`src/rtl/prog_loader_pkg.sv`:
```
// prog_loader_pkg: shared state encoding and constants for the program loader.
package prog_loader_pkg;

   typedef enum logic [2:0] {
      IDLE   = 3'd0,
      HDR    = 3'd1,
      LOAD   = 3'd2,
      CHK    = 3'd3,
      RUN    = 3'd4,
      HALTED = 3'd5,
      ERR    = 3'd6
   } state_e;

   // Number of little-endian length bytes preceding the payload
   localparam int HDR_BYTES = 4;

   // Saturation ceiling of the run-cycle counter
   localparam logic [31:0] CYC_MAX = 32'hFFFF_FFFF;

endpackage

```
`src/rtl/prog_loader_if.sv`:
```
// prog_loader_if: byte stream handshake plus instruction-memory byte write port.
// The slave side is the loader; the master side is the host that feeds bytes
// and observes the memory writes.
interface prog_loader_if #(
   parameter int ADDR_W = 10
);
   logic              in_valid;
   logic [7:0]        in_data;
   logic              in_ready;
   logic              imem_we;
   logic [ADDR_W-1:0] imem_addr;
   logic [7:0]        imem_wdata;

   modport master (
      output in_valid, in_data,
      input  in_ready, imem_we, imem_addr, imem_wdata
   );

   modport slave (
      input  in_valid, in_data,
      output in_ready, imem_we, imem_addr, imem_wdata
   );
endinterface

```
`src/rtl/prog_loader_rx.sv`:
```
// prog_loader_rx: stream receive side of the loader. Owns the handshake, the
// header byte counter, the length register, the byte index, the payload XOR
// accumulator and the registered memory write port. Reports header completion,
// last payload byte and checksum byte as single-cycle strobes to the FSM.
module prog_loader_rx
   import prog_loader_pkg::*;
#(
   parameter int MEM_BYTES = 1024,
   parameter int ADDR_W    = 10
) (
   input  logic         clk,
   input  logic         rst,
   input  state_e       state,
   input  logic         restart,
   prog_loader_if.slave bus,
   output logic         hdr_done,
   output logic         hdr_len_zero,
   output logic         hdr_len_over,
   output logic         byte_last,
   output logic         chk_done,
   output logic         chk_ok
);

   localparam int               CNT_W    = $clog2(HDR_BYTES);
   localparam logic [CNT_W-1:0] HDR_LAST = CNT_W'(HDR_BYTES - 1);
   localparam logic [31:0]      MEM_LEN  = 32'(MEM_BYTES);

   logic              hs;
   logic [CNT_W-1:0]  hdr_cnt_q, hdr_cnt_d;
   logic [31:0]       len_q, len_d, len_full;
   logic [ADDR_W-1:0] idx_q, idx_d;
   logic [7:0]        csum_q, csum_d;
   logic              we_q, we_d;
   logic [ADDR_W-1:0] addr_q, addr_d;
   logic [7:0]        wdata_q, wdata_d;

   assign bus.in_ready   = (state == HDR) || (state == LOAD) || (state == CHK);
   assign hs             = bus.in_valid & bus.in_ready;
   assign bus.imem_we    = we_q;
   assign bus.imem_addr  = addr_q;
   assign bus.imem_wdata = wdata_q;

   // Next-state of the receive counters and the one-cycle-delayed write port
   always_comb begin
      hdr_cnt_d    = hdr_cnt_q;
      len_d        = len_q;
      idx_d        = idx_q;
      csum_d       = csum_q;
      we_d         = 1'b0;
      addr_d       = addr_q;
      wdata_d      = wdata_q;
      hdr_done     = 1'b0;
      byte_last    = 1'b0;
      chk_done     = 1'b0;
      chk_ok       = 1'b0;
      // Length as it stands once the current header byte is merged in
      len_full     = len_q;
      len_full[{hdr_cnt_q, 3'b000} +: 8] = bus.in_data;
      hdr_len_zero = (len_full == 32'd0);
      hdr_len_over = (len_full > MEM_LEN);

      if (restart) begin
         hdr_cnt_d = '0;
         idx_d     = '0;
         csum_d    = '0;
      end else if (hs) begin
         case (state)
            HDR: begin
               len_d     = len_full;
               hdr_cnt_d = hdr_cnt_q + CNT_W'(1);
               hdr_done  = (hdr_cnt_q == HDR_LAST);
            end
            LOAD: begin
               we_d      = 1'b1;
               addr_d    = idx_q;
               wdata_d   = bus.in_data;
               idx_d     = idx_q + ADDR_W'(1);
               csum_d    = csum_q ^ bus.in_data;
               byte_last = (32'(idx_q) == len_q - 32'd1);
            end
            CHK: begin
               chk_done = 1'b1;
               chk_ok   = (bus.in_data == csum_q);
            end
            default: ;
         endcase
      end
   end

   // Receive-side registers; memory contents are not this block's concern
   always_ff @(posedge clk or negedge rst) begin
      if (!rst) begin
         hdr_cnt_q <= '0;
         len_q     <= '0;
         idx_q     <= '0;
         csum_q    <= '0;
         we_q      <= 1'b0;
         addr_q    <= '0;
         wdata_q   <= '0;
      end else begin
         hdr_cnt_q <= hdr_cnt_d;
         len_q     <= len_d;
         idx_q     <= idx_d;
         csum_q    <= csum_d;
         we_q      <= we_d;
         addr_q    <= addr_d;
         wdata_q   <= wdata_d;
      end
   end

endmodule

```
`src/rtl/prog_loader.sv`:
```
// prog_loader: boot loader for the single-cycle CPU. Receives a length-prefixed
// byte image, writes it into instruction memory, then releases the CPU from
// reset and counts run cycles until halt or watchdog expiry.
// Optional trailing XOR checksum byte: define PROG_LOADER_CHECKSUM_EN.
module prog_loader
   import prog_loader_pkg::*;
#(
   parameter int MEM_BYTES  = 1024,
   parameter int ADDR_W     = 10,
   parameter int MAX_CYCLES = 0
) (
   input  logic         clk,
   input  logic         rst,
   input  logic         start,
   prog_loader_if.slave bus,
   output logic         cpu_rst_n,
   input  logic         halt,
   output logic         busy,
   output logic         done,
   output logic         err,
   output logic         timeout,
   output logic [31:0]  cycle_count
);

`ifdef PROG_LOADER_CHECKSUM_EN
   localparam state_e AFTER_LOAD = CHK;
`else
   localparam state_e AFTER_LOAD = RUN;
`endif

   localparam bit          WD_EN   = (MAX_CYCLES != 0);
   localparam logic [31:0] WD_LAST = 32'(MAX_CYCLES) - 32'd1;

   function automatic logic [31:0] sat_inc(input logic [31:0] v);
      return (v == CYC_MAX) ? v : v + 32'd1;
   endfunction

   state_e      state_q, state_d;
   logic        cpu_rst_n_q, cpu_rst_n_d;
   logic        busy_q, busy_d;
   logic        done_q, done_d;
   logic        err_q, err_d;
   logic        timeout_q, timeout_d;
   logic [31:0] cycle_count_q, cycle_count_d;
   logic        run_first_q, run_first_d;
   logic        restart;
   logic        hdr_done, hdr_len_zero, hdr_len_over;
   logic        byte_last, chk_done, chk_ok;

   prog_loader_rx #(
      .MEM_BYTES (MEM_BYTES),
      .ADDR_W    (ADDR_W)
   ) u_rx (
      .clk          (clk),
      .rst          (rst),
      .state        (state_q),
      .restart      (restart),
      .bus          (bus),
      .hdr_done     (hdr_done),
      .hdr_len_zero (hdr_len_zero),
      .hdr_len_over (hdr_len_over),
      .byte_last    (byte_last),
      .chk_done     (chk_done),
      .chk_ok       (chk_ok)
   );

   assign cpu_rst_n   = cpu_rst_n_q;
   assign busy        = busy_q;
   assign done        = done_q;
   assign err         = err_q;
   assign timeout     = timeout_q;
   assign cycle_count = cycle_count_q;

   // Loader/run sequencing; flags are derived from the next state so they are registered
   always_comb begin
      state_d       = state_q;
      timeout_d     = timeout_q;
      cycle_count_d = cycle_count_q;
      run_first_d   = run_first_q;
      restart       = 1'b0;

      case (state_q)
         IDLE, HALTED, ERR: begin
            if (start) begin
               state_d   = HDR;
               restart   = 1'b1;
               timeout_d = 1'b0;
            end
         end
         HDR: begin
            if (hdr_done) begin
               if (hdr_len_over)      state_d = ERR;
               else if (hdr_len_zero) state_d = AFTER_LOAD;
               else                   state_d = LOAD;
            end
         end
         LOAD: begin
            if (byte_last) state_d = AFTER_LOAD;
         end
         CHK: begin
            if (chk_done) state_d = chk_ok ? RUN : ERR;
         end
         RUN: begin
            cycle_count_d = sat_inc(cycle_count_q);
            run_first_d   = 1'b0;
            // The CPU is still coming out of reset on the first cycle, so halt is ignored there
            if (!run_first_q && halt) begin
               state_d = HALTED;
            end else if (WD_EN && (cycle_count_q == WD_LAST)) begin
               state_d   = HALTED;
               timeout_d = 1'b1;
            end
         end
         default: state_d = IDLE;
      endcase

      if ((state_d == RUN) && (state_q != RUN)) begin
         cycle_count_d = '0;
         run_first_d   = 1'b1;
      end

      cpu_rst_n_d = (state_d == RUN) || (state_d == HALTED);
      busy_d      = (state_d == HDR) || (state_d == LOAD) || (state_d == CHK) || (state_d == RUN);
      done_d      = (state_d == HALTED);
      err_d       = (state_d == ERR);
   end

   // FSM state and registered outputs
   always_ff @(posedge clk or negedge rst) begin
      if (!rst) begin
         state_q       <= IDLE;
         cpu_rst_n_q   <= 1'b0;
         busy_q        <= 1'b0;
         done_q        <= 1'b0;
         err_q         <= 1'b0;
         timeout_q     <= 1'b0;
         cycle_count_q <= '0;
         run_first_q   <= 1'b0;
      end else begin
         state_q       <= state_d;
         cpu_rst_n_q   <= cpu_rst_n_d;
         busy_q        <= busy_d;
         done_q        <= done_d;
         err_q         <= err_d;
         timeout_q     <= timeout_d;
         cycle_count_q <= cycle_count_d;
         run_first_q   <= run_first_d;
      end
   end

endmodule
```
`src/flat_wrapper.sv`:
```
// flat-port wrapper written by rule: the top's interface ports become plain ports
module prog_loader_flat import prog_loader_pkg::*;
#(
   parameter int MEM_BYTES  = 1024,
   parameter int ADDR_W     = 10,
   parameter int MAX_CYCLES = 0
)
  (clk, rst, start, cpu_rst_n, halt, busy, done, err, timeout, cycle_count, bus_in_valid, bus_in_data, bus_in_ready, bus_imem_we, bus_imem_addr, bus_imem_wdata);
  prog_loader_if #(.ADDR_W(ADDR_W)) bus_i ();
  input  logic clk;
  input  logic rst;
  input  logic start;
  output logic cpu_rst_n;
  input  logic halt;
  output logic busy;
  output logic done;
  output logic err;
  output logic timeout;
  output logic [31:0] cycle_count;
  input wire logic [$bits(bus_i.in_valid)-1:0] bus_in_valid;
  input wire logic [$bits(bus_i.in_data)-1:0] bus_in_data;
  output wire logic [$bits(bus_i.in_ready)-1:0] bus_in_ready;
  output wire logic [$bits(bus_i.imem_we)-1:0] bus_imem_we;
  output wire logic [$bits(bus_i.imem_addr)-1:0] bus_imem_addr;
  output wire logic [$bits(bus_i.imem_wdata)-1:0] bus_imem_wdata;
  assign bus_i.in_valid = bus_in_valid;
  assign bus_i.in_data = bus_in_data;
  assign bus_in_ready = bus_i.in_ready;
  assign bus_imem_we = bus_i.imem_we;
  assign bus_imem_addr = bus_i.imem_addr;
  assign bus_imem_wdata = bus_i.imem_wdata;
  prog_loader #(.MEM_BYTES(MEM_BYTES), .ADDR_W(ADDR_W), .MAX_CYCLES(MAX_CYCLES)) u_core (.clk(clk), .rst(rst), .start(start), .bus(bus_i), .cpu_rst_n(cpu_rst_n), .halt(halt), .busy(busy), .done(done), .err(err), .timeout(timeout), .cycle_count(cycle_count));
endmodule
```
`config.mk`:
```
export PLATFORM = sky130hd
export DESIGN_NAME = prog_loader_flat
export DESIGN_NICKNAME = d
export VERILOG_FILES = /design/src/rtl/prog_loader_pkg.sv /design/src/rtl/prog_loader_if.sv /design/src/rtl/prog_loader_rx.sv /design/src/rtl/prog_loader.sv /design/src/flat_wrapper.sv
export SDC_FILE = /design/constraint.sdc
export NUM_CORES = 1
export LEC_CHECK = 0
export CORE_AREA = 3 3 89 133
export CTS_CLUSTER_DIAMETER = 50
export DETAILED_ROUTE_END_ITERATION = 10
export DIE_AREA = 0 0 92 136
export PLACE_DENSITY = 0.82
export SETUP_SLACK_MARGIN = 0.3
export SYNTH_ARGS = -nofsm -noshare
export SYNTH_HDL_FRONTEND = slang
export SYNTH_HIERARCHICAL = 1
export SYNTH_SLANG_ARGS = --single-unit
```
`constraint.sdc`:
```
create_clock -name clk -period 4.8 [get_ports clk]
set_input_delay 0.96 -clock clk [delete_from_list [all_inputs] [get_ports clk]]
set_output_delay 0.96 -clock clk [all_outputs]
set_load 0.05 [all_outputs]
```
## Word-level counts from Yosys, hierarchy flattened

Index checks and enable logic that the tools add are counted.

- Magnitude comparators: 1
- Reduce and logical (&&, ||, !) cells: 21
- Bitwise logic cells: 3
- Shift-type cells: 2
- Add/subtract/negate cells: 5
- Multiplexer cells: 41
- Equality and inequality tests: 18

Operators with widths:

| cell | number |
|---|---|
| two-way mux 32 bit | 3 |
| adder 32 x 1 -> 32 bit, second input constant | 1 |
| bitwise mux 32 bit | 1 |
| == test 10 x 32 -> 1 bit | 1 |
| == test 32 bit, second input constant | 1 |
| > comparator 32 x 11 -> 1 bit, second input constant | 1 |
| logical NOT 32 bit | 1 |
| variable shift 8 x 7 -> 32 bit, first input constant | 1 |
| indexed part select 8 x 7 -> 32 bit | 1 |
| subtractor 32 x 1 -> 32 bit, second input constant | 1 |
| two-way mux 10 bit | 3 |
| two-way mux 8 bit | 3 |
| two-way mux 3 bit | 7 |
| two-way mux 1 bit | 19 |
| == test 3 bit, second input constant | 6 |
| case mux 3 bit (5 select lines) | 1 |
| == test 3 x 2 -> 1 bit, second input constant | 4 |
| adder 10 x 1 -> 10 bit, second input constant | 1 |
| == test 8 bit | 1 |
| two-way mux 2 bit | 4 |
| nonzero test 2 bit | 4 |
| bitwise XOR 8 bit | 1 |
| negation 5 -> 7 bit | 1 |
| == test 3 x 1 -> 1 bit, second input constant | 2 |
| other kinds (13) | 22 |

- Output and inout bits: 57
- Flip-flop bits (word level): 111
- Input port bits: 13
- Word-level logic and storage cells: 105

## Longest topological paths before layout

- Depth in word-level cells: 13
- Mapped depth: 17
- Mapped depth without buffers: 15

## Hierarchy

The synthesis kept the hierarchy.

Modules (own cells, without submodules):

| module | sequential area each (µm²) | area an instance (µm²) | cells each | instances |
|---|---|---|---|---|
| prog_loader_rx | 1776.7 | 3867.5 | 389 | 1 |
| prog_loader | 1001.0 | 2233.4 | 245 | 1 |

## Worst setup path before layout

OpenSTA, ideal clock, no wires.

- Kind: reg-to-reg
- Start point: reg u_core.u_rx.len_q[0]
- End point: reg u_core.cycle_count_q[18], in the netlist u_core/cycle_count[18]
- Data required time: 4.664 ns
- Arrival time: 3.483 ns
- Cell stages (with the launch flop): 16
- Buffers on the path: 2
- Setup time: 0.136 ns
- Path slack: 1.182 ns
- Clock period less this slack: 3.618 ns
- Cell sequence: dfrtp_1 -> inv_1 -> ha_1 -> nor3b_4 -> nand4_4 -> or4_4 -> a2111oi_4 -> nand3_2 -> nor4_2 -> nor3b_1 -> o22ai_1 -> and3_1 -> clkbuf_1 -> nor3_1 -> clkbuf_1 -> nor3_1

- Word-level cells in the longest chain between the ends: 11
- Elaborated cells between the ends (all ways): 19
- Those cells by class: add/sub: 1; order compare: 1; eq/ne: 3; mux: 10; reduce/logical: 4

Ends and longest elaborated chain:

| item | RTL line | source |
|---|---|---|
| start, declared | prog_loader_rx.sv:30 | `logic [31:0] len_q, len_d, len_full;` |
| start signal, assigned | prog_loader_rx.sv:102 | `len_q <= len_d;` |
| subtractor 32 x 1 -> 32 bit (*) | prog_loader_rx.sv:79 | `byte_last = (32'(idx_q) == len_q - 32'd1);` |
| == test 10 x 32 -> 1 bit (*) | prog_loader_rx.sv:79 |  |
| two-way mux 1 bit (*) | prog_loader_rx.sv:67 | `case (state)` |
| two-way mux 1 bit (*) | prog_loader_rx.sv:66 | `end else if (hs) begin` |
| two-way mux 1 bit (*) | prog_loader_rx.sv:62 | `if (restart) begin` |
| via u_core.byte_last | prog_loader.sv:48 | `logic byte_last, chk_done, chk_ok;` |
| two-way mux 3 bit (*) | prog_loader.sv:98 | `if (byte_last) state_d = AFTER_LOAD;` |
| case mux 3 bit (5 select lines) (*) | prog_loader.sv:82 | `case (state_q)` |
| via u_core.state_d[1] | prog_loader.sv:38 | `state_e state_q, state_d;` |
| == test 3 bit (*) | prog_loader.sv:117 | `if ((state_d == RUN) && (state_q != RUN)) begin` |
| logical AND 1 bit (*) | prog_loader.sv:117 |  |
| inequality test 2 bit (no source line) / nonzero test 2 bit (equally long branches) | n/a |  |
| AND reduction 2 bit (no source line) | n/a |  |
| end signal, assigned | prog_loader.sv:146 | `cycle_count_q <= cycle_count_d;` |
| end, declared | prog_loader.sv:44 | `logic [31:0] cycle_count_q, cycle_count_d;` |

Mark *: on every way through the listed nets, which the timed path passes. The rest lies on a longest branch.
A chain may end at the register's enable or synchronous reset.

## Worst setup path in the final report

- Start point: reg u_core.u_rx.len_q[0]
- End point: reg u_core.cycle_count_q[18], in the netlist u_core/cycle_count[18]

- Word-level cells in the longest chain between the ends: 11
- Elaborated cells between the ends (all ways): 19
- Those cells by class: add/sub: 1; order compare: 1; eq/ne: 3; mux: 10; reduce/logical: 4

Ends and longest elaborated chain:

| item | RTL line |
|---|---|
| subtractor 32 x 1 -> 32 bit (*) | prog_loader_rx.sv:79 |
| == test 10 x 32 -> 1 bit (*) | prog_loader_rx.sv:79 |
| two-way mux 1 bit (*) | prog_loader_rx.sv:67 |
| two-way mux 1 bit (*) | prog_loader_rx.sv:66 |
| two-way mux 1 bit (*) | prog_loader_rx.sv:62 |
| via u_core.byte_last | prog_loader.sv:48 |
| two-way mux 3 bit (*) | prog_loader.sv:98 |
| case mux 3 bit (5 select lines) (*) | prog_loader.sv:82 |
| == test 3 bit (*) | prog_loader.sv:117 |
| logical AND 1 bit (*) | prog_loader.sv:117 |
| inequality test 2 bit (no source line) / nonzero test 2 bit (equally long branches) | n/a |
| AND reduction 2 bit (no source line) | n/a |

Marks and branches as above.

==> results.ini <==
[detailed_routing]
drtPass1Iterations = 7
antenna_left = 0
dr.first_iter.drc_count = 368
wl_um = 15900
drcViolationCount = 0
vias = 5213
viasPerCell = 6.21
wire_per_inst_um = 18.9

[sta]
setup_tns_ns = 0
period_share_pct = 84.2
relSlewSlack_pct = 32.4
final_max_slew_viol_count = 0
worst_slew_pin_slew_ns = 1.01
clock-skew-final_ns = 0.00926
rsz0062_at_grt = no
final.min_clock_period_ns = 4.04
finalHoldViolations = 0
hold_slack_ns = 0.508
fmax_mhz = 248
setup-violations-final = 0

[yosys]
synth_top_area_cell = dfrtp_1
synth_common_cells = 111 x dfrtp_1, 60 x nor2_1, 53 x nand2_1, 37 x xor2_1, 36 x o21ai_0
syn_area_um2 = 6100
synth_area_leaders = dfrtp_1 46%, xor2_1 5.3%, nor2_1 3.7%, mux2_2 3.5%, a22o_1 3.4%
ys_warn_count = 6
synthCells = 634
synth_ff_type = dfrtp_1
synth_nets = 655
ys_ff_latch = 111
ys_seq_area_share_pct = 45.5
synthArstFlopShare_pct = 100
synth_edf_count = 0
synth_top_cell_area_share_pct = 45.5
ys_types = 58
synth_most_common_cell = dfrtp_1
syn_avg_cell_area_um2 = 9.62

[clock_network]
cts_buffer_depth = 2
cts.sinks = 111
clk_pin_slew_ns = 0.08
cts_buffers = 9
cts_hold_buf = 0
cts_root_buf = clkbuf_16
post_cts_buffers = 0
htree_levels = 3
insertion_delay_ns = 0.35
cts_tree = done
cts_resized = 0

[placed_design]
dp.cells = 824
hpwlAfterDp_um = 11600
gp_congestion = 0.938
io_buffer_count = 68

[global_route]
grt_max_degree = 80
grt_pass1_vias = 5260
antenna_found_initial = 0
grtUsageTotal_pct = 26.4
grt_overflow = 0
grt_pass1_wl_um = 26300

[layout]
area_delta_synth_final_pct = 18.8
final_core_util_pct = 67.7
layout-drive-gt1-share_pct = 9.34
nets = 712
antennaDiodeCount = 0
fin_cells = 840

[floorplan]
core_um2 = 10700
rows = 46
fp.dieH_um = 136
initial_core_util_pct = 57.0
die-area_um2 = 12500
die_w_um = 92
ioPinCount = 70

[power_and_ir_drop]
ir_drop_mv = 0.424
power_leakage_nw = 3.03
p_per_area_nw_per_um2 = 820

[critical_path]
cp_data_required_time_ns = 5.01
cp.arrival_ns = 4.25
cp-start-kind = flip-flop
endpoint_kind = flip-flop
crit_fanout = 31
crit_type = flip-flop to flip-flop

[run]
cap_violations = 0

[worst_hold_path]
hold_class = flip-flop to flip-flop

[run_status]
status = finished clean

[cell usage in the layout, fill, tap and decap left out, types with 3 or more instances in the layout]
cell | netlist | layout
nand2b_1 | 3 | 3
xnor2_1 | 17 | 17
clkbuf_16 | 0 | 9
xor2_1 | 37 | 37
inv_1 | 13 | 13
o21ai_0 | 36 | 36
nand3_1 | 21 | 21
a21oi_1 | 26 | 26
o22ai_1 | 3 | 3
and3_1 | 9 | 9
nor3b_1 | 7 | 7
a22o_1 | 24 | 24
o31ai_1 | 9 | 9
or3_1 | 13 | 13
and4_1 | 5 | 5
nand2_1 | 53 | 53
nand4_1 | 17 | 17
ha_1 | 8 | 8
nor2b_1 | 11 | 11
o211ai_1 | 4 | 4
or4_1 | 10 | 10
buf_4 | 1 | 13
o311ai_0 | 3 | 3
nor3_1 | 22 | 20
nor3_2 | 1 | 3
and2_1 | 5 | 5
mux2_2 | 19 | 19
nor4_1 | 16 | 16
mux2i_1 | 4 | 4
o221ai_1 | 3 | 3
nor2_1 | 60 | 60
clkdlybuf4s50_1 | 0 | 67
dfrtp_1 | 111 | 111
[kinds of logic (layout without fill, tap and decap cells)]
kind of cell / count (synthesis) / after routing / share of synthesized area [%]
other: 1 / 1 / 0.0615
adder cells (fa/ha/maj): 8 / 8 / 1.64
buffers and inverters: 47 / 109 / 3.08
multiplexers: 23 / 23 / 4.16
flip-flops: 111 / 111 / 45.5
AND/OR/NAND/NOR: 268 / 268 / 24.1
AO/OA/AOI/OAI: 122 / 122 / 13.6
XOR/XNOR: 54 / 54 / 7.75
[metal layers]
layer / vias up / wire (um) / global-route usage (%)
met5: - / 0 / 0
met4: 0 / 621 / 13.5
met3: 45 / 768 / 4.04
met2: 200 / 8610 / 47.7
met1: 2555 / 5890 / 30.1
li1: 2413 / - / -
[state kept, by name (all words and copies together) (netlist names), 2 cells and up]
name / cells
u_core/u_rx/len_q: 32
u_core/u_rx/hdr_cnt_q: 2
u_core/u_rx/idx_q: 10
u_core/cycle_count: 32
u_core/u_rx/bus.imem_wdata: 8
u_core/state_q: 3
u_core/u_rx/csum_q: 8
u_core/u_rx/bus.imem_addr: 10
[stage by stage]
stage	instance area [um2]	setup slack, ns	power, mW
after floorplan	6100	1.18	4.14
after global placement	6920	0.536	5.00
after detailed placement	6920	0.495	5.11
after CTS	7250	0.785	5.95
after global routing	7250	0.494	6.34
final	7250	0.760	5.94
[report_power, final]
group | switching, mW | internal [mW] | total [mW]
combinational | 2.06 | 1.27 | 3.33
sequential | 0.509 | 1.29 | 1.80
clock | 0.353 | 0.464 | 0.817
total | 2.92 | 3.02 | 5.94
[cell type report]
| class | count | area, um2 |
|---|---|---|
| fill | 839 | 3460 |
| multi-input combinational | 476 | 3150 |
| clock inverter | 7 | 104 |
| clock buffer | 9 | 225 |
| inverter | 13 | 48.8 |
| sequential | 111 | 2780 |
| tap | 144 | 180 |
| timing repair buffer | 80 | 768 |
[final timing paths]
check	endpoint	start	slack, ns	cells after the start
worst max-delay path	u_core/cycle_count[18]	u_core/u_rx/len_q[0]	0.76	14
worst min-delay path	u_core/u_rx/bus.imem_addr[4]	u_core/u_rx/bus.imem_addr[4]	0.51	1
worst max register to register	u_core/cycle_count[18]	u_core/u_rx/len_q[0]	0.76	14
worst min register to register	u_core/u_rx/bus.imem_addr[4]	u_core/u_rx/bus.imem_addr[4]	0.51	1
max in group asynchronous	u_core/u_rx/idx_q[1]	rst	3.05	2
min in group asynchronous	u_core/cycle_count[3]	rst	0.77	1
[worst max-delay path, stage by stage (launching register included)]
cell and delay, ns:
dfrtp_1 0.45, inv_1 0.09, ha_1 0.18, nor3b_4 0.41
nand4_4 0.21, or4_4 0.54, a2111oi_4 0.40, nand3_2 0.11
nor4_2 0.33, nor3b_1 0.24, o22ai_1 0.11, and3_1 0.21
nor3_2 0.16, buf_4 0.33, nor3_1 0.14
(Power assumes the default switching activity.)
